File: src/rtl/wb_uart16550_rx_mon_if.sv
// Receive-byte stream between the UART RX monitor and its consumer.
`timescale 1ns/1ps
interface wb_uart16550_rx_mon_if;
  logic [7:0] dat_o;
  logic       err_o;
  logic       valid_o;
  logic       ready_i;

  modport master (output dat_o, output err_o, output valid_o, input ready_i);
  modport slave  (input dat_o, input err_o, input valid_o, output ready_i);
endinterface

File: src/rtl/wb_uart16550_rx_mon.sv
// 16x-oversampling UART receiver feeding a small byte FIFO with sticky overflow.
// Optional parity stage enabled by defining WB_UART16550_RX_MON_PARITY_EN.
`timescale 1ns/1ps
module wb_uart16550_rx_mon #(
  parameter int FIFO_DEPTH = 4
) (
  input  logic                          clk_i,
  input  logic                          rstn_i,
  input  logic                          rx_i,
  input  logic [15:0]                   divisor_i,
  input  logic                          parity_odd_i,
  output logic                          ovf_o,
  input  logic                          ovf_clr_i,
  wb_uart16550_rx_mon_if.master         rxq
);

  localparam int AW = $clog2(FIFO_DEPTH);

  typedef enum logic [2:0] {
    ST_IDLE   = 3'd0,
    ST_START  = 3'd1,
    ST_DATA   = 3'd2,
    ST_PARITY = 3'd3,
    ST_STOP   = 3'd4
  } state_t;

`ifdef WB_UART16550_RX_MON_PARITY_EN
  // Parity bit the transmitter should have sent for this byte.
  function automatic logic par_exp_f(input logic [7:0] d, input logic odd);
    return (^d) ^ odd;
  endfunction
`else
  logic unused_par_s;
  assign unused_par_s = parity_odd_i;
`endif

  logic        sync1_r, sync2_r, prev_r;
  logic        rx_s, fall_s;
  logic [15:0] div_cnt_r, div_m1_s;
  logic        tick_s, start_s;
  state_t      state_r, state_nxt_s;
  logic [3:0]  tcnt_r, tcnt_nxt_s;
  logic [2:0]  bcnt_r, bcnt_nxt_s;
  logic [7:0]  shreg_r, shreg_nxt_s;
  logic        perr_r, perr_nxt_s;
  logic        push_r, push_nxt_s;
  logic [AW:0] wr_ptr_r, rd_ptr_r;
  logic [8:0]  mem_r [FIFO_DEPTH];
  logic        full_s, empty_s, pop_s, ovf_evt_s, ovf_r;

  assign rx_s     = sync2_r;
  assign fall_s   = prev_r & ~sync2_r;
  assign div_m1_s = (divisor_i == 16'd0) ? 16'd0 : (divisor_i - 16'd1);
  assign tick_s   = (div_cnt_r >= div_m1_s);

  // Line synchronizer and edge-detect history.
  always_ff @(posedge clk_i) begin
    if (!rstn_i) begin
      sync1_r <= 1'b1;
      sync2_r <= 1'b1;
      prev_r  <= 1'b1;
    end else begin
      sync1_r <= rx_i;
      sync2_r <= sync1_r;
      prev_r  <= sync2_r;
    end
  end

  // Oversample tick divider, realigned to each start edge.
  always_ff @(posedge clk_i) begin
    if (!rstn_i) begin
      div_cnt_r <= 16'd0;
    end else if (start_s || tick_s) begin
      div_cnt_r <= 16'd0;
    end else begin
      div_cnt_r <= div_cnt_r + 16'd1;
    end
  end

  // Frame FSM state and datapath registers.
  always_ff @(posedge clk_i) begin
    if (!rstn_i) begin
      state_r <= ST_IDLE;
      tcnt_r  <= 4'd0;
      bcnt_r  <= 3'd0;
      shreg_r <= 8'd0;
      perr_r  <= 1'b0;
      push_r  <= 1'b0;
    end else begin
      state_r <= state_nxt_s;
      tcnt_r  <= tcnt_nxt_s;
      bcnt_r  <= bcnt_nxt_s;
      shreg_r <= shreg_nxt_s;
      perr_r  <= perr_nxt_s;
      push_r  <= push_nxt_s;
    end
  end

  // Frame FSM next-state: START decides at tick 8, later samples every 16 ticks.
  always_comb begin
    state_nxt_s = state_r;
    tcnt_nxt_s  = tcnt_r;
    bcnt_nxt_s  = bcnt_r;
    shreg_nxt_s = shreg_r;
    perr_nxt_s  = perr_r;
    push_nxt_s  = 1'b0;
    start_s     = 1'b0;
    case (state_r)
      ST_IDLE: begin
        if (fall_s) begin
          state_nxt_s = ST_START;
          start_s     = 1'b1;
          tcnt_nxt_s  = 4'd0;
          bcnt_nxt_s  = 3'd0;
          perr_nxt_s  = 1'b0;
        end else begin
          state_nxt_s = ST_IDLE;
        end
      end
      ST_START: begin
        if (tick_s && (tcnt_r == 4'd7)) begin
          tcnt_nxt_s  = 4'd0;
          state_nxt_s = rx_s ? ST_IDLE : ST_DATA;
        end else if (tick_s) begin
          tcnt_nxt_s = tcnt_r + 4'd1;
        end else begin
          tcnt_nxt_s = tcnt_r;
        end
      end
      ST_DATA: begin
        if (tick_s && (tcnt_r == 4'd15)) begin
          tcnt_nxt_s  = 4'd0;
          shreg_nxt_s = {rx_s, shreg_r[7:1]};
          bcnt_nxt_s  = bcnt_r + 3'd1;
          if (bcnt_r == 3'd7) begin
`ifdef WB_UART16550_RX_MON_PARITY_EN
            state_nxt_s = ST_PARITY;
`else
            state_nxt_s = ST_STOP;
`endif
          end else begin
            state_nxt_s = ST_DATA;
          end
        end else if (tick_s) begin
          tcnt_nxt_s = tcnt_r + 4'd1;
        end else begin
          tcnt_nxt_s = tcnt_r;
        end
      end
      ST_PARITY: begin
`ifdef WB_UART16550_RX_MON_PARITY_EN
        if (tick_s && (tcnt_r == 4'd15)) begin
          tcnt_nxt_s  = 4'd0;
          perr_nxt_s  = (rx_s != par_exp_f(shreg_r, parity_odd_i));
          state_nxt_s = ST_STOP;
        end else if (tick_s) begin
          tcnt_nxt_s = tcnt_r + 4'd1;
        end else begin
          tcnt_nxt_s = tcnt_r;
        end
`else
        state_nxt_s = ST_IDLE;
`endif
      end
      ST_STOP: begin
        if (tick_s && (tcnt_r == 4'd15)) begin
          tcnt_nxt_s  = 4'd0;
          perr_nxt_s  = perr_r | ~rx_s;
          push_nxt_s  = 1'b1;
          state_nxt_s = ST_IDLE;
        end else if (tick_s) begin
          tcnt_nxt_s = tcnt_r + 4'd1;
        end else begin
          tcnt_nxt_s = tcnt_r;
        end
      end
      default: begin
        state_nxt_s = ST_IDLE;
      end
    endcase
  end

  assign empty_s   = (wr_ptr_r == rd_ptr_r);
  assign full_s    = (wr_ptr_r[AW] != rd_ptr_r[AW]) &&
                     (wr_ptr_r[AW-1:0] == rd_ptr_r[AW-1:0]);
  assign pop_s     = ~empty_s & rxq.ready_i;
  assign ovf_evt_s = push_r & full_s & ~pop_s;

  // Receive FIFO; a push into a full FIFO is dropped unless a pop frees the slot.
  always_ff @(posedge clk_i) begin
    if (!rstn_i) begin
      wr_ptr_r <= '0;
      rd_ptr_r <= '0;
      ovf_r    <= 1'b0;
      for (int i = 0; i < FIFO_DEPTH; i++) begin
        mem_r[i] <= 9'd0;
      end
    end else begin
      if (push_r && (!full_s || pop_s)) begin
        mem_r[wr_ptr_r[AW-1:0]] <= {perr_r, shreg_r};
        wr_ptr_r                <= wr_ptr_r + (AW+1)'(1);
      end
      if (pop_s) begin
        rd_ptr_r <= rd_ptr_r + (AW+1)'(1);
      end
      if (ovf_evt_s) begin
        ovf_r <= 1'b1;
      end else if (ovf_clr_i) begin
        ovf_r <= 1'b0;
      end
    end
  end

  assign rxq.dat_o   = mem_r[rd_ptr_r[AW-1:0]][7:0];
  assign rxq.err_o   = mem_r[rd_ptr_r[AW-1:0]][8];
  assign rxq.valid_o = ~empty_s;
  assign ovf_o       = ovf_r;

endmodule

File: src/flat_wrapper.sv
// flat-port wrapper written by rule: the top's interface ports become plain ports
module wb_uart16550_rx_mon_flat 
#(
  parameter int FIFO_DEPTH = 4
)
  (clk_i, rstn_i, rx_i, divisor_i, parity_odd_i, ovf_o, ovf_clr_i, rxq_dat_o, rxq_err_o, rxq_valid_o, rxq_ready_i);
  wb_uart16550_rx_mon_if rxq_i ();
  input  logic clk_i;
  input  logic rstn_i;
  input  logic rx_i;
  input  logic [15:0] divisor_i;
  input  logic parity_odd_i;
  output logic ovf_o;
  input  logic ovf_clr_i;
  output wire logic [$bits(rxq_i.dat_o)-1:0] rxq_dat_o;
  output wire logic [$bits(rxq_i.err_o)-1:0] rxq_err_o;
  output wire logic [$bits(rxq_i.valid_o)-1:0] rxq_valid_o;
  input wire logic [$bits(rxq_i.ready_i)-1:0] rxq_ready_i;
  assign rxq_dat_o = rxq_i.dat_o;
  assign rxq_err_o = rxq_i.err_o;
  assign rxq_valid_o = rxq_i.valid_o;
  assign rxq_i.ready_i = rxq_ready_i;
  wb_uart16550_rx_mon #(.FIFO_DEPTH(FIFO_DEPTH)) u_core (.clk_i(clk_i), .rstn_i(rstn_i), .rx_i(rx_i), .divisor_i(divisor_i), .parity_odd_i(parity_odd_i), .ovf_o(ovf_o), .ovf_clr_i(ovf_clr_i), .rxq(rxq_i));
endmodule
File: config.mk
export PLATFORM = sky130hd
export DESIGN_NAME = wb_uart16550_rx_mon_flat
export DESIGN_NICKNAME = d
export VERILOG_FILES = /design/src/rtl/wb_uart16550_rx_mon_if.sv /design/src/rtl/wb_uart16550_rx_mon.sv /design/src/flat_wrapper.sv
export SDC_FILE = /design/constraint.sdc
export NUM_CORES = 1
export LEC_CHECK = 0
export ABC_AREA = 0
export ABC_CLOCK_PERIOD_IN_PS = 4600
export CAP_MARGIN = 10
export CORE_MARGIN = 10
export CORE_UTILIZATION = 32
export CTS_CLUSTER_DIAMETER = 150
export DETAILED_ROUTE_END_ITERATION = 10
export DONT_BUFFER_PORTS = 1
export GPL_TIMING_DRIVEN = 0
export PLACE_DENSITY = 0.49
export SLEW_MARGIN = 20
export SYNTH_ARGS = -nofsm -noshare
export SYNTH_HDL_FRONTEND = slang
export SYNTH_SLANG_ARGS = --single-unit
export TNS_END_PERCENT = 30
File: constraint.sdc
create_clock -name clk_i -period 4.6 [get_ports clk_i]
set_clock_uncertainty 0.2 [all_clocks]
set_input_delay 0.46 -clock clk_i [delete_from_list [all_inputs] [get_ports clk_i]]
set_output_delay 0.46 -clock clk_i [all_outputs]
set_load 0.02 [all_outputs]
* After elaboration in Yosys (flattened, before gate mapping)
Memory sizes are Yosys's and may differ from the RTL's. A register that Yosys moved wholly into a read port is not among the register bits.
Index checks and enable logic that the tools add are counted.
** Cells by class
- Add/subtract/negate cells :: 6
- Multipliers :: 0
- Div/mod/pow operators :: 0
- Order comparisons :: 1
- Eq/ne operators :: 13
- Shift operators :: 0
- Multiplexer cells :: 33
- Bitwise logic cells :: 9
- Reductions and logical operators :: 22
** Operators with widths (count)
- 3-bit 2-to-1 mux :: 6
- 16-bit by 1-bit adder with 16-bit output (second input constant) :: 1
- 16-bit greater-or-equal comparator :: 1
- 16-bit logical NOT :: 1
- 16-bit 2-to-1 mux :: 1
- 4-bit 2-to-1 mux :: 4
- 16-bit by 1-bit subtractor with 16-bit output (second input constant) :: 1
- 1-bit 2-to-1 mux :: 13
- 3-bit one-hot mux with 4 select lines :: 1
- 4-bit one-hot mux with 3 select lines :: 1
- 3-bit by 1-bit adder with 3-bit output (second input constant) :: 3
- 9-bit 2-to-1 mux :: 1
- 3-bit AND reduction :: 3
- 9-bit OR reduction :: 1
- 2-bit 2-to-1 mux :: 4
- 2-bit by 1-bit inequality test with 1-bit output (second input constant) :: 4
- 3-bit equality test (second input constant) :: 2
- 3-bit one-hot mux with 2 select lines :: 1
- 2-bit AND reduction :: 3
- 2-bit nonzero test :: 3
- 4-bit by 1-bit adder with 4-bit output (second input constant) :: 1
- 1-bit AND :: 4
- 4-bit by 3-bit equality test with 1-bit output (second input constant) :: 1
- 4-bit equality test (second input constant) :: 1
- other kinds (14) :: 22
** Storage, ports and cells
- Register bits :: 46
- Bits in latches :: 0
- Memory bits (writable) :: 36
- Bits in read-only memories :: 0
- Input port bits :: 22
- Output and inout port bits :: 11
- Word-level logic and storage cells :: 98
- Memories kept :: 1
** Memory list
- u_core.mem_r :: words 4, bits a word 9, read ports 1, clocked after Yosys merged registers in 1, wr ports 4, RTL line wb_uart16550_rx_mon.sv:48 : logic [8:0] mem_r [FIFO_DEPTH];

* Longest topological paths before layout
Gate-level depths: netlist of the first run.
- Depth after elaboration :: 10
- Depth in mapped cells :: 15

* Worst setup path before layout of the first run
OpenSTA, ideal clock, no wires.
- Path type :: input to register
- Start point :: input divisor_i[9]
- End point :: register u_core.shreg_r[1]
- Arrival :: 3384 ps
- Slack :: 945 ps
- Stages :: 14
- Buffers on the path :: 1
- Cell sequence :: or4_1 nor4_2 and2b_1 nand3_1 xnor2_1 nand2_1 ha_1 nand4_2 nor4_4 a32oi_4 a21o_2 nor3_4 buf_6 mux2i_1
** On the way
- Longest elaborated chain between the ends :: 5
- Elaborated cells on any way between the ends :: 6
- Those cells by class :: 1 x add/sub; 1 x order compare; 1 x mux; 3 x reduce/logical
** RTL lines
- start, declared :: RTL line flat_wrapper.sv:11 : input logic [15:0] divisor_i;
- 16-bit by 1-bit subtractor with 16-bit output or 16-bit logical NOT (tied branches) :: RTL line wb_uart16550_rx_mon.sv:53 : assign div_m1_s = (divisor_i == 16'd0) ? 16'd0 : (divisor_i - 16'd1);
- 16-bit 2-to-1 mux (*) :: RTL line wb_uart16550_rx_mon.sv:53
- 16-bit greater-or-equal comparator (*) :: RTL line wb_uart16550_rx_mon.sv:54 : assign tick_s = (div_cnt_r >= div_m1_s);
- 1-bit logical AND (*) :: RTL line wb_uart16550_rx_mon.sv:131 : if (tick_s && (tcnt_r == 4'd15)) begin
- 2-bit AND reduction (no source line) (*)
- end signal, assigned :: RTL line wb_uart16550_rx_mon.sv:93 : shreg_r <= shreg_nxt_s;
- end, declared :: RTL line wb_uart16550_rx_mon.sv:44 : logic [7:0] shreg_r, shreg_nxt_s;
Mark *: on every way between the ends. The rest lies on a longest branch, timed or not.
A chain may end at the register's enable or synchronous reset.

* Final worst setup path of the first run
- Start point :: input divisor_i[9]
- End point :: register u_core.shreg_r[5]
Same word-level chain as after synthesis.

==> flow_summary_export.csv, run 1 <==
group,metric,value,unit
synth,synth_area_per_cell,10.6,um^2
grt,grt_pass1_vias,2838,
die,pin_count,33,
grt,grt_pass1_wl,14600,um
run_status,status,"completed",
clock_tree,clock-sinks,84,
die,die_w,138,um
timing,worst_pin_slew,0.816,ns
worst_setup_path,critical_path_class,"input port to register",
clock_tree,cts_root_buf,"clkbuf_16",
timing,setup_viol,0,
route,ant_nets,0,
synth,async_reset_ff_share,0,%
timing,fmax,272,MHz
layout,drive_above_1_share,11.2,%
die,initial_utilization,32.4,%
placement,io_buffers,0,
worst_setup_path,r2r_slack,1.77,ns
timing,hold_violations,0,
layout,fillers,1402,
timing,whs,0.0280,ns
route,drc,0,
worst_setup_path,critical_path.slowest_cell,"or4_1",
timing,slew_viol_final,0,
worst_setup_path,r2r_cells,6,
worst_setup_path,crit_path_max_fanout,10,
clock_tree,clk_path_buf_depth,2,
clock_tree,clk-insertion-delay-late,0.34,ns
synth,ys_warn_count,0,
synth,ys_ff_latch,84,
worst_setup_path,end_kind,"register",
clock_tree,postCtsSetupBuffers,0,
synth,syn_nets,466,
placement,dp_hpwl,6570,um
synth,synth_area,4460,um^2
synth,synth_edf_count,36,
timing,finalCritPeriodShare,80.0,%
clock_tree,clk_pin_slew,0.07,ns
timing,max_slew_margin,45.6,%
route,via_per_inst,4.64,
clock_tree,cts_max_level,3,
timing,period_needed,3.68,ns
power,powerDensity,338,nW/um^2
worst_setup_path,r2r-start,"u_core.wr_ptr_r[1]$_SDFFE_PN0P_",
grt,grt-ovfl-total,0,
layout,layout.nets,478,
die,die_h,138,um
worst_setup_path,required,4.66,ns
worst_setup_path,startpoint,"divisor_i[9]",
route,drt_first_iter_violations,155,
worst_setup_path,reg2reg_to,"u_core.mem_r[1][5]$_SDFFCE_PN0P_",
power,p_leak,1.90,nW
clock_tree,numCtsBuffers,9,
layout,syn_to_final_growth,12.3,%
synth,synth_top_area_cell,"edfxtp_1",
grt,grt_start_max_net_pins,17,
grt,gr-usage-all-layers,9.31,%
timing,rsz0062_at_grt,"false",
route,wl_per_cell,14.2,um
clock_tree,cts.repair.resized,0,
synth,synth.top_cells.by_area,"edfxtp_1, dfxtp_1, ha_1",
layout,n_antenna_cell,0,
worst_setup_path,crit_chain,"or4_1, nor4_2, and2b_1, nand4b_2, buf_2, nand2_1, ha_1, nand4_2, nor4_4, a32oi_4, a21o_2, nor3_4, buf_6, mux2i_1",
placement,gp_congestion,0.739,
timing,setup_tns,0,ns
worst_setup_path,crit_path_end,"u_core.shreg_r[5]$_SDFFE_PN0P_",
synth,synth_ff_type,"dfxtp_1",
synth,synth-seq-area-share,45.8,%
route,vias,2862,
die,design.core.area,13800,um^2
route,wl,8750,um
die,rows,43,
run,drv_cap,0,
hold_path,min_path_type,"input port to register",
route,firstDrtPassIters,4,
synth,syn_inst,420,
worst_setup_path,cp_slowest_stage_delay,0.59,ns
clock_tree,cts_tree,"yes",
die,die-area,19100,um^2
synth,yosysUniqueCellTypes,56,
worst_setup_path,worstPathArrival,3.74,ns
worst_setup_path,start_kind,"input port",
power,vdd_drop_max,183,uV
synth,yosys.area.top_type_share,24.2,%
grt,grt_antenna_before_repair,0,
clock_tree,hold_buffers,0,
-- Yosys cell counts, types with 3 or more instances --
master and number:
nand3_1 16, clkbuf_1 4, edfxtp_1 36, ha_1 24
nor2_1 39, nor3_1 4, o21ai_0 6, xnor2_1 16
mux2i_1 13, and3_1 5, nor2b_1 3, buf_6 3
nor4_1 4, and2_1 37, dfxtp_1 48, buf_2 3
xor2_1 20, a21oi_1 14, nand2b_1 11, mux4_2 9
inv_1 11, nand2_1 52
-- report_power, final --
| part | total, W | switching, W | internal [W] | leakage [nW] |
|---|---|---|---|---|
| clock network | 0.000761 | 0.000314 | 0.000446 | 0.156 |
| logic | 0.000124 | 0.0000786 | 0.0000457 | 1.02 |
| registers | 0.000807 | 0.00000895 | 0.000798 | 0.729 |
-- through the flow --
step | cell area [um^2] | power [W] | utilization [%] | cells | worst slack (ns)
floorplan | 4460 | 0.000921 | - | 420 | 0.945
global placement | 4690 | 0.000949 | 34.0 | 600 | 0.544
detailed placement | 4690 | 0.000951 | 34.1 | 601 | 0.530
CTS | 5010 | 0.00172 | 36.4 | 617 | 0.875
global route | 5010 | 0.00176 | 36.4 | 617 | 0.630
finish | 5010 | 0.00169 | 36.4 | 617 | 0.918
-- critical path, delay by kind of cell --
family / cells / cell delay, ns
buf+inv: 2 / 0.44
fa+ha+maj: 1 / 0.18
mux: 1 / 0.19
compound gates: 2 / 0.48
simple gates: 8 / 1.98
-- worst min path at each step --
stage | to | startpoint | slack [ns] | cells after the start
floorplan | u_core.rx_s$_SDFF_PN1_ | u_core.sync1_r$_SDFF_PN1_ | 0.19 | 1
global placement | u_core.rx_s$_SDFF_PN1_ | u_core.sync1_r$_SDFF_PN1_ | 0.20 | 1
detailed placement | u_core.rx_s$_SDFF_PN1_ | u_core.sync1_r$_SDFF_PN1_ | 0.19 | 1
CTS | u_core.sync1_r$_SDFF_PN1_ | rx_i | 0.02 | 1
global route | u_core.sync1_r$_SDFF_PN1_ | rx_i | 0.02 | 1
finish | u_core.sync1_r$_SDFF_PN1_ | rx_i | 0.03 | 1
-- sequential cells by signal, indices dropped and copies added, names as in the netlist, named ones only --
register,flops
u_core.div_cnt_r,16
u_core.prev_r,1
u_core.wr_ptr_r,3
u_core.rd_ptr_r,3
u_core.ovf_o,1
u_core.shreg_r,8
u_core.push_r,1
u_core.rx_s,1
u_core.tcnt_r,4
u_core.perr_r,1
u_core.sync1_r,1
u_core.bcnt_r,3
u_core.state_r,3
u_core.mem_r,36
-- metal layers --
| metal | vias to the layer above | GRT usage [%] | part of all wire (%) |
|---|---|---|---|
| li1 | 1500 | - | - |
| met1 | 1312 | 11.4 | 47 |
| met2 | 38 | 15.1 | 48 |
| met3 | 12 | 2.81 | 3.6 |
| met4 | 0 | 3.33 | 1.3 |
| met5 | - | 0 | 0 |
-- cells in the final DEF (no fill, tap or decap), types with 4 or more instances in the layout --
master / n
mux4_2: 9
clkbuf_16: 9
xnor2_1: 16
mux2i_1: 13
nor3_1: 4
nand3_1: 16
xor2_1: 20
ha_1: 24
nor2_1: 39
and2_1: 37
nor4_1: 4
edfxtp_1: 36
dfxtp_1: 48
o21ai_0: 5
nand2b_1: 11
and3_1: 5
a21oi_1: 14
inv_1: 11
clkbuf_1: 4
nand2_1: 52
-- layout make-up --
class / count / area, um^2 / area share (%)
plain buffers: 12 / 75.1 / 1.50
clock buffers: 10 / 239 / 4.77
clock inverters: 6 / 76.3 / 1.52
inverters: 11 / 41.3 / 0.824
multi-input cells: 313 / 2300 / 46.0
flip-flops and latches: 84 / 2040 / 40.8
well taps: 180 / 225 / 4.50
repair buffers: 1 / 7.51 / 0.150
-- cell families (layout without fill, tap and decap cells) --
family / Yosys count / after routing / share of synthesized area, %
AO/OA/AOI/OAI: 40 / 40 / 6.42
adder cells (fa/ha/maj): 24 / 24 / 6.73
flip-flops: 84 / 84 / 45.8
AND/OR/NAND/NOR: 191 / 191 / 23.9
XOR/XNOR: 36 / 36 / 7.07
buffers and inverters: 23 / 40 / 2.61
multiplexers: 22 / 22 / 7.46
Note: power is estimated with default switching activity, not from simulation.
==> run 2, diff against run 1 <==
--- a/config.mk
+++ b/config.mk
@@ -6,7 +6,7 @@
 export NUM_CORES = 1
 export LEC_CHECK = 0
 export ABC_AREA = 0
-export ABC_CLOCK_PERIOD_IN_PS = 4600
+export ABC_CLOCK_PERIOD_IN_PS = 3060
 export CAP_MARGIN = 10
 export CORE_MARGIN = 10
 export CORE_UTILIZATION = 32
@@ -14,7 +14,7 @@
 export DETAILED_ROUTE_END_ITERATION = 10
 export DONT_BUFFER_PORTS = 1
 export GPL_TIMING_DRIVEN = 0
-export PLACE_DENSITY = 0.49
+export PLACE_DENSITY = 0.5
 export SLEW_MARGIN = 20
 export SYNTH_ARGS = -nofsm -noshare
 export SYNTH_HDL_FRONTEND = slang
==> constraint.sdc (replaced) <==
create_clock -name clk_i -period 3.06 [get_ports clk_i]
set_clock_uncertainty 0.2 [all_clocks]
set_input_delay 0.306 -clock clk_i [delete_from_list [all_inputs] [get_ports clk_i]]
set_output_delay 0.306 -clock clk_i [all_outputs]
set_load 0.02 [all_outputs]
==> flow_summary_export.csv, run 2 (synthesis results as in run 1) <==
group,metric,value,unit
run_status,status,"complete, but fails checks",
run_status,violations,"setup timing",
timing,rsz0062_at_grt,"true",
grt,grt_pass1_vias,3080,
layout,syn_to_final_growth,21.7,%
grt,gr-usage-all-layers,9.63,%
worst_setup_path,r2r_cells,6,
route,firstDrtPassIters,4,
die,pin_count,33,
placement,gp_congestion,0.747,
worst_setup_path,start_kind,"input port",
route,via_per_inst,4.74,
hold_path,hold_start,"rxq_ready_i",
power,vdd_drop_max,255,uV
layout,top_regs,"u_core.mem_r (36), u_core.div_cnt_r (16), u_core.shreg_r (8)",
grt,grt_start_max_net_pins,14,
timing,fmax,307,MHz
timing,setup_tns,-4.95,ns
timing,max_slew_margin,48.4,%
clock_tree,numCtsBuffers,9,
timing,setup_viol,34,
layout,seqCellArea,2040,um^2
clock_tree,clk_pin_slew,0.06,ns
grt,grt_antenna_before_repair,0,
timing,slew_viol_final,0,
clock_tree,cts_max_level,3,
layout,layout_common_cells,"nand2_1, dfxtp_1, and2_1",
route,drt_first_iter_violations,133,
worst_setup_path,r2r_slack,0.25,ns
worst_setup_path,cp.buffers_inverters,3,
layout,largest_reg_flops,36,
timing,hold_violations,0,
worst_setup_path,crit_path_max_fanout,6,
die,design.core.area,13800,um^2
worst_setup_path,cp_slowest_stage_delay,0.54,ns
worst_setup_path,worstPathArrival,3.33,ns
layout,multi_input_area,2530,um^2
power,power,0.00260,W
clock_tree,clk-insertion-delay-late,0.33,ns
die,die_w,138,um
worst_setup_path,crit_family,"simple AND/OR/NAND/NOR gates",
power,powerDensity,480,nW/um^2
worst_setup_path,required,3.13,ns
die,rows,43,
timing,period_needed,3.26,ns
layout,layout.nets,494,
layout,n_antenna_cell,0,
placement,io_buffers,0,
power,p_leak,2.03,nW
route,wl,9150,um
worst_setup_path,critical_path_class,"input port to register",
timing,finalCritPeriodShare,107,%
hold_path,min_path_type,"input port to register",
hold_path,worstHoldPathCells,3,
grt,grt_pass1_wl,15500,um
layout,finish.utilization,39.4,%
clock_tree,clock-sinks,84,
worst_setup_path,critical_path.slowest_cell,"or4_4",
clock_tree,clk_path_buf_depth,2,
layout,fillers,1370,
layout,top_register,"u_core.mem_r",
worst_setup_path,end_kind,"register",
run,drv_cap,0,
placement,placed_cell_area,4710,um^2
route,ant_nets,0,
die,die_h,138,um
grt,grt-ovfl-total,0,
route,wl_per_cell,14.5,um
worst_setup_path,r2r-start,"u_core.wr_ptr_r[1]$_SDFFE_PN0P_",
route,vias,3001,
layout,drive_above_1_share,21.0,%
route,drc,0,
worst_setup_path,reg2reg_to,"u_core.mem_r[1][5]$_SDFFCE_PN0P_",
clock_tree,cts_root_buf,"clkbuf_16",
worst_setup_path,path_depth,15,
placement,dp_hpwl,6490,um
timing,whs,0.0277,ns
timing,worst_pin_slew,0.774,ns
timing,worst_slack,-0.203,ns
clock_tree,cts_tree,"yes",
die,initial_utilization,32.4,%
die,die-area,19100,um^2
worst_setup_path,crit_chain,"or4_4, nor4_4, and2b_2, nand4b_4, inv_2, nor2_2, ha_1, nand2b_4, a2111o_1, a32oi_4, buf_6, and2_4, nand3_4, clkbuf_16, nor2_1",
layout,final_area,5430,um^2
[run 2: cell count changes in the layout (fill, tap and decap cells not counted), sizes merged]
cell         previous run  this run
buf                     9        21
clkbuf                 14        18
inv                    15        11
dlygate4sd3             0         3
clkinvlp                0         1
[run 2: report_power, final]
group / total, W / internal [W] / switching (W)
clock: 0.00114 / 0.000720 / 0.000419
combinational: 0.000250 / 0.000104 / 0.000146
sequential: 0.00122 / 0.00120 / 0.0000146
total: 0.00260 / 0.00202 / 0.000579
[run 2: final cells by class]
type | count | area share, %
Clock inverter | 3 | 0.784
Buffer | 12 | 1.57
Multi-Input combinational cell | 313 | 46.7
Clock buffer | 13 | 5.16
Inverter | 11 | 0.761
Timing Repair Buffer | 17 | 3.27
Tap cell | 180 | 4.15
Sequential cell | 84 | 37.6
[run 2: timing repair]
action | in CTS | in global routing
setup buffers | 8 | 3
resized for setup | 23 | 28
pin swaps | 5 | 9
hold buffers | 3 | 0
cloned | 2 | 1
hold endpoints to repair | 4 | 0
endpoints found under the setup margin | 36 | 36
[run 2: worst max path at each step]
| stage | startpoint | slack, ns | endpoint |
|---|---|---|---|
| floorplan | divisor_i[9] | -0.29 | u_core.bcnt_r[0]$_SDFFE_PN0P_ |
| global placement | divisor_i[9] | -0.60 | u_core.shreg_r[3]$_SDFFE_PN0P_ |
| detailed placement | divisor_i[9] | -0.68 | u_core.shreg_r[3]$_SDFFE_PN0P_ |
| CTS | divisor_i[9] | -0.18 | u_core.div_cnt_r[15]$_SDFF_PP0_ |
| global route | divisor_i[9] | -0.37 | u_core.bcnt_r[0]$_SDFFE_PN0P_ |
| finish | divisor_i[9] | -0.20 | u_core.div_cnt_r[10]$_SDFF_PP0_ |
[run 2: metal layers]
metal | track usage (%) | vias up | part of all wire, %
li1 | - | 1528 | -
met1 | 11.3 | 1427 | 45
met2 | 16.9 | 39 | 51
met3 | 1.68 | 7 | 3.2
met4 | 4.00 | 0 | 1.1
met5 | 0 | - | 0
[run 2: per-stage QoR]
step           worst slack [ns]  cells
6_report                 -0.203    633
5_1_grt                  -0.374    633
4_1_cts                  -0.179    630
3_5_place_dp             -0.681    601
3_3_place_gp             -0.603    600
2_1_floorplan            -0.290    420
[run 2: worst min-delay path, delay by kind of cell]
family | cells | cell delay, ns
compound gates | 1 | 0.07
simple gates | 2 | 0.12
==> run 3, diff against run 2 <==
--- a/config.mk
+++ b/config.mk
@@ -6,8 +6,9 @@
 export NUM_CORES = 1
 export LEC_CHECK = 0
 export ABC_AREA = 0
-export ABC_CLOCK_PERIOD_IN_PS = 3060
+export ABC_CLOCK_PERIOD_IN_PS = 2700
 export CAP_MARGIN = 10
+export CORE_ASPECT_RATIO = 0.6
 export CORE_MARGIN = 10
 export CORE_UTILIZATION = 32
 export CTS_CLUSTER_DIAMETER = 150
==> constraint.sdc (replaced) <==
create_clock -name clk_i -period 2.7 [get_ports clk_i]
set_clock_uncertainty 0.2 [all_clocks]
set_input_delay 0.27 -clock clk_i [delete_from_list [all_inputs] [get_ports clk_i]]
set_output_delay 0.27 -clock clk_i [all_outputs]
set_load 0.02 [all_outputs]
==> flow_summary_export.csv, run 3 (synthesis results as in run 1) <==
group,metric,value,unit
hold_path,hold_start,"rstn_i",
layout,largest_reg_flops,36,
run_status,status,"complete, but fails checks",
route,wl_per_cell,15.7,um
route,vias,3095,
clock_tree,numCtsBuffers,9,
clock_tree,cts_tree,"yes",
worst_setup_path,reg2reg_to,"u_core.tcnt_r[3]$_SDFFE_PN0P_",
worst_setup_path,crit_chain,"or4_4, nor4_4, and2b_2, nand3_2, xnor2_1, nand2_1, ha_4, nand4_4, nor4_4, a32oi_4, a21o_4, nor3_4, buf_6, mux2i_1",
worst_setup_path,critical_path_class,"input port to register",
worst_setup_path,crit_family,"simple AND/OR/NAND/NOR gates",
clock_tree,clk_path_buf_depth,2,
clock_tree,clk_pin_slew,0.06,ns
worst_setup_path,r2r-start,"u_core.div_cnt_r[0]$_SDFF_PP0_",
worst_setup_path,cp.buffers_inverters,1,
grt,grt-ovfl-total,0,
layout,syn_to_final_growth,21.1,%
die,die_w,172,um
timing,fmax,302,MHz
clock_tree,cts_max_level,3,
layout,final_common_cell,"nand2_1",
timing,worst_pin_slew,0.861,ns
worst_setup_path,start_kind,"input port",
die,design.core.area,13700,um^2
worst_setup_path,cp_slowest_stage_delay,0.54,ns
route,wl,10200,um
placement,gp_congestion,0.797,
power,vdd_drop_max,301,uV
power,powerDensity,533,nW/um^2
power,power,0.00288,W
route,via_per_inst,4.78,
timing,worst_slack,-0.613,ns
timing,finalCritPeriodShare,123,%
route,met2_length,4390,um
hold_path,min_path_type,"input port to register",
power,p_leak,2.01,nW
die,die-area,19200,um^2
timing,max_slew_margin,42.6,%
layout,finish.utilization,39.5,%
run_status,violations,"setup timing",
clock_tree,cts_root_buf,"clkbuf_16",
grt,grt_pass1_vias,3135,
worst_setup_path,required,2.76,ns
grt,grt_pass1_wl,16600,um
timing,hold_violations,0,
grt,grt_start_max_net_pins,15,
timing,slew_viol_final,0,
route,ant_nets,0,
layout,top_regs,"u_core.mem_r (36), u_core.div_cnt_r (16), u_core.shreg_r (8)",
layout,layout_common_cells,"nand2_1, dfxtp_1, and2_1",
hold_path,whs_endpoint,"u_core.sync1_r$_SDFF_PN1_",
grt,grt_antenna_before_repair,0,
die,die_h,111,um
die,rows,33,
route,wl_met3,457,um
route,top_layer,"met4",
die,initial_utilization,32.6,%
clock_tree,clk-insertion-delay-late,0.34,ns
layout,top_register,"u_core.mem_r",
run,drv_cap,0,
grt,gr-usage-all-layers,11.0,%
route,drc,0,
layout,drive_above_1_share,21.1,%
placement,dp_hpwl,7200,um
route,drt_first_iter_violations,187,
worst_setup_path,worstPathArrival,3.37,ns
worst_setup_path,crit_path_max_fanout,6,
layout,n_antenna_cell,0,
placement,io_buffers,0,
clock_tree,clock-sinks,84,
worst_setup_path,r2r_cells,8,
worst_setup_path,cpMostUsedCell,"nor4_4",
route,firstDrtPassIters,4,
worst_setup_path,end_kind,"register",
worst_setup_path,critical_path.slowest_cell,"or4_4",
worst_setup_path,r2r_slack,0.03,ns
timing,setup_viol,36,
timing,rsz0062_at_grt,"true",
hold_path,worstHoldPathCells,2,
timing,period_needed,3.31,ns
route,wl_met1,5180,um
die,pin_count,33,
layout,layout.nets,496,
## run 3: cell types whose count changed in the layout (fill, tap and decap cells not counted), sizes merged
cell / delta
buf: +3
clkbuf: -4
clkinv: +2
inv: +1
## run 3: per-stage QoR
step	hold slack (ns)	TNS, ns	instance area, um^2	std cells	setup WS [ns]
after floorplan	0.171	-20.28	4480	420	-0.614
after global placement	0.177	-38.37	4720	612	-0.984
after detailed placement	0.181	-38.97	4730	613	-1.09
after CTS	0.0588	-18.53	5300	647	-0.595
after global routing	0.0816	-26.15	5400	647	-0.841
final	0.0614	-19.79	5400	647	-0.613
## run 3: power by group
part	internal, W	switching, W
clock	0.000717	0.000496
combinational	0.000121	0.000167
sequential	0.00136	0.0000167
## run 3: repair_timing
action / 4_1_cts / 5_1_grt
hold buffers: 3 / 0
pin swaps: 5 / 11
setup buffers: 12 / 0
gates cloned: 3 / 0
resized for setup: 26 / 25
endpoints found under the setup margin: 63 / 54
endpoints found under the hold margin: 7 / 0
## run 3: layout make-up
type                            instances  area (um^2)
Clock inverter                          6         63.8
Fill cell                            1343         8270
Tap cell                              192          240
Multi-Input combinational cell        313         2510
Buffer                                 12         85.1
Inverter                               11         41.3
Timing Repair Buffer                   19          183
Sequential cell                        84         2040
Clock buffer                           10          229
## run 3: how the worst max path moves through the flow
stage	from	end	slack [ns]	cells past startpoint
finish	divisor_i[9]	u_core.bcnt_r[0]$_SDFFE_PN0P_	-0.61	14
detailed placement	divisor_i[9]	u_core.bcnt_r[0]$_SDFFE_PN0P_	-1.09	14
global placement	divisor_i[9]	u_core.shreg_r[4]$_SDFFE_PN0P_	-0.98	14
global route	divisor_i[9]	u_core.bcnt_r[0]$_SDFFE_PN0P_	-0.84	14
CTS	divisor_i[9]	u_core.bcnt_r[0]$_SDFFE_PN0P_	-0.60	14
floorplan	divisor_i[9]	u_core.bcnt_r[0]$_SDFFE_PN0P_	-0.61	14
## run 3: routing by layer
| metal | track usage [%] | vias up |
|---|---|---|
| li1 | - | 1539 |
| met1 | 15.4 | 1501 |
| met2 | 16.0 | 46 |
| met3 | 2.89 | 9 |
| met4 | 3.15 | 0 |
| met5 | 0 | - |
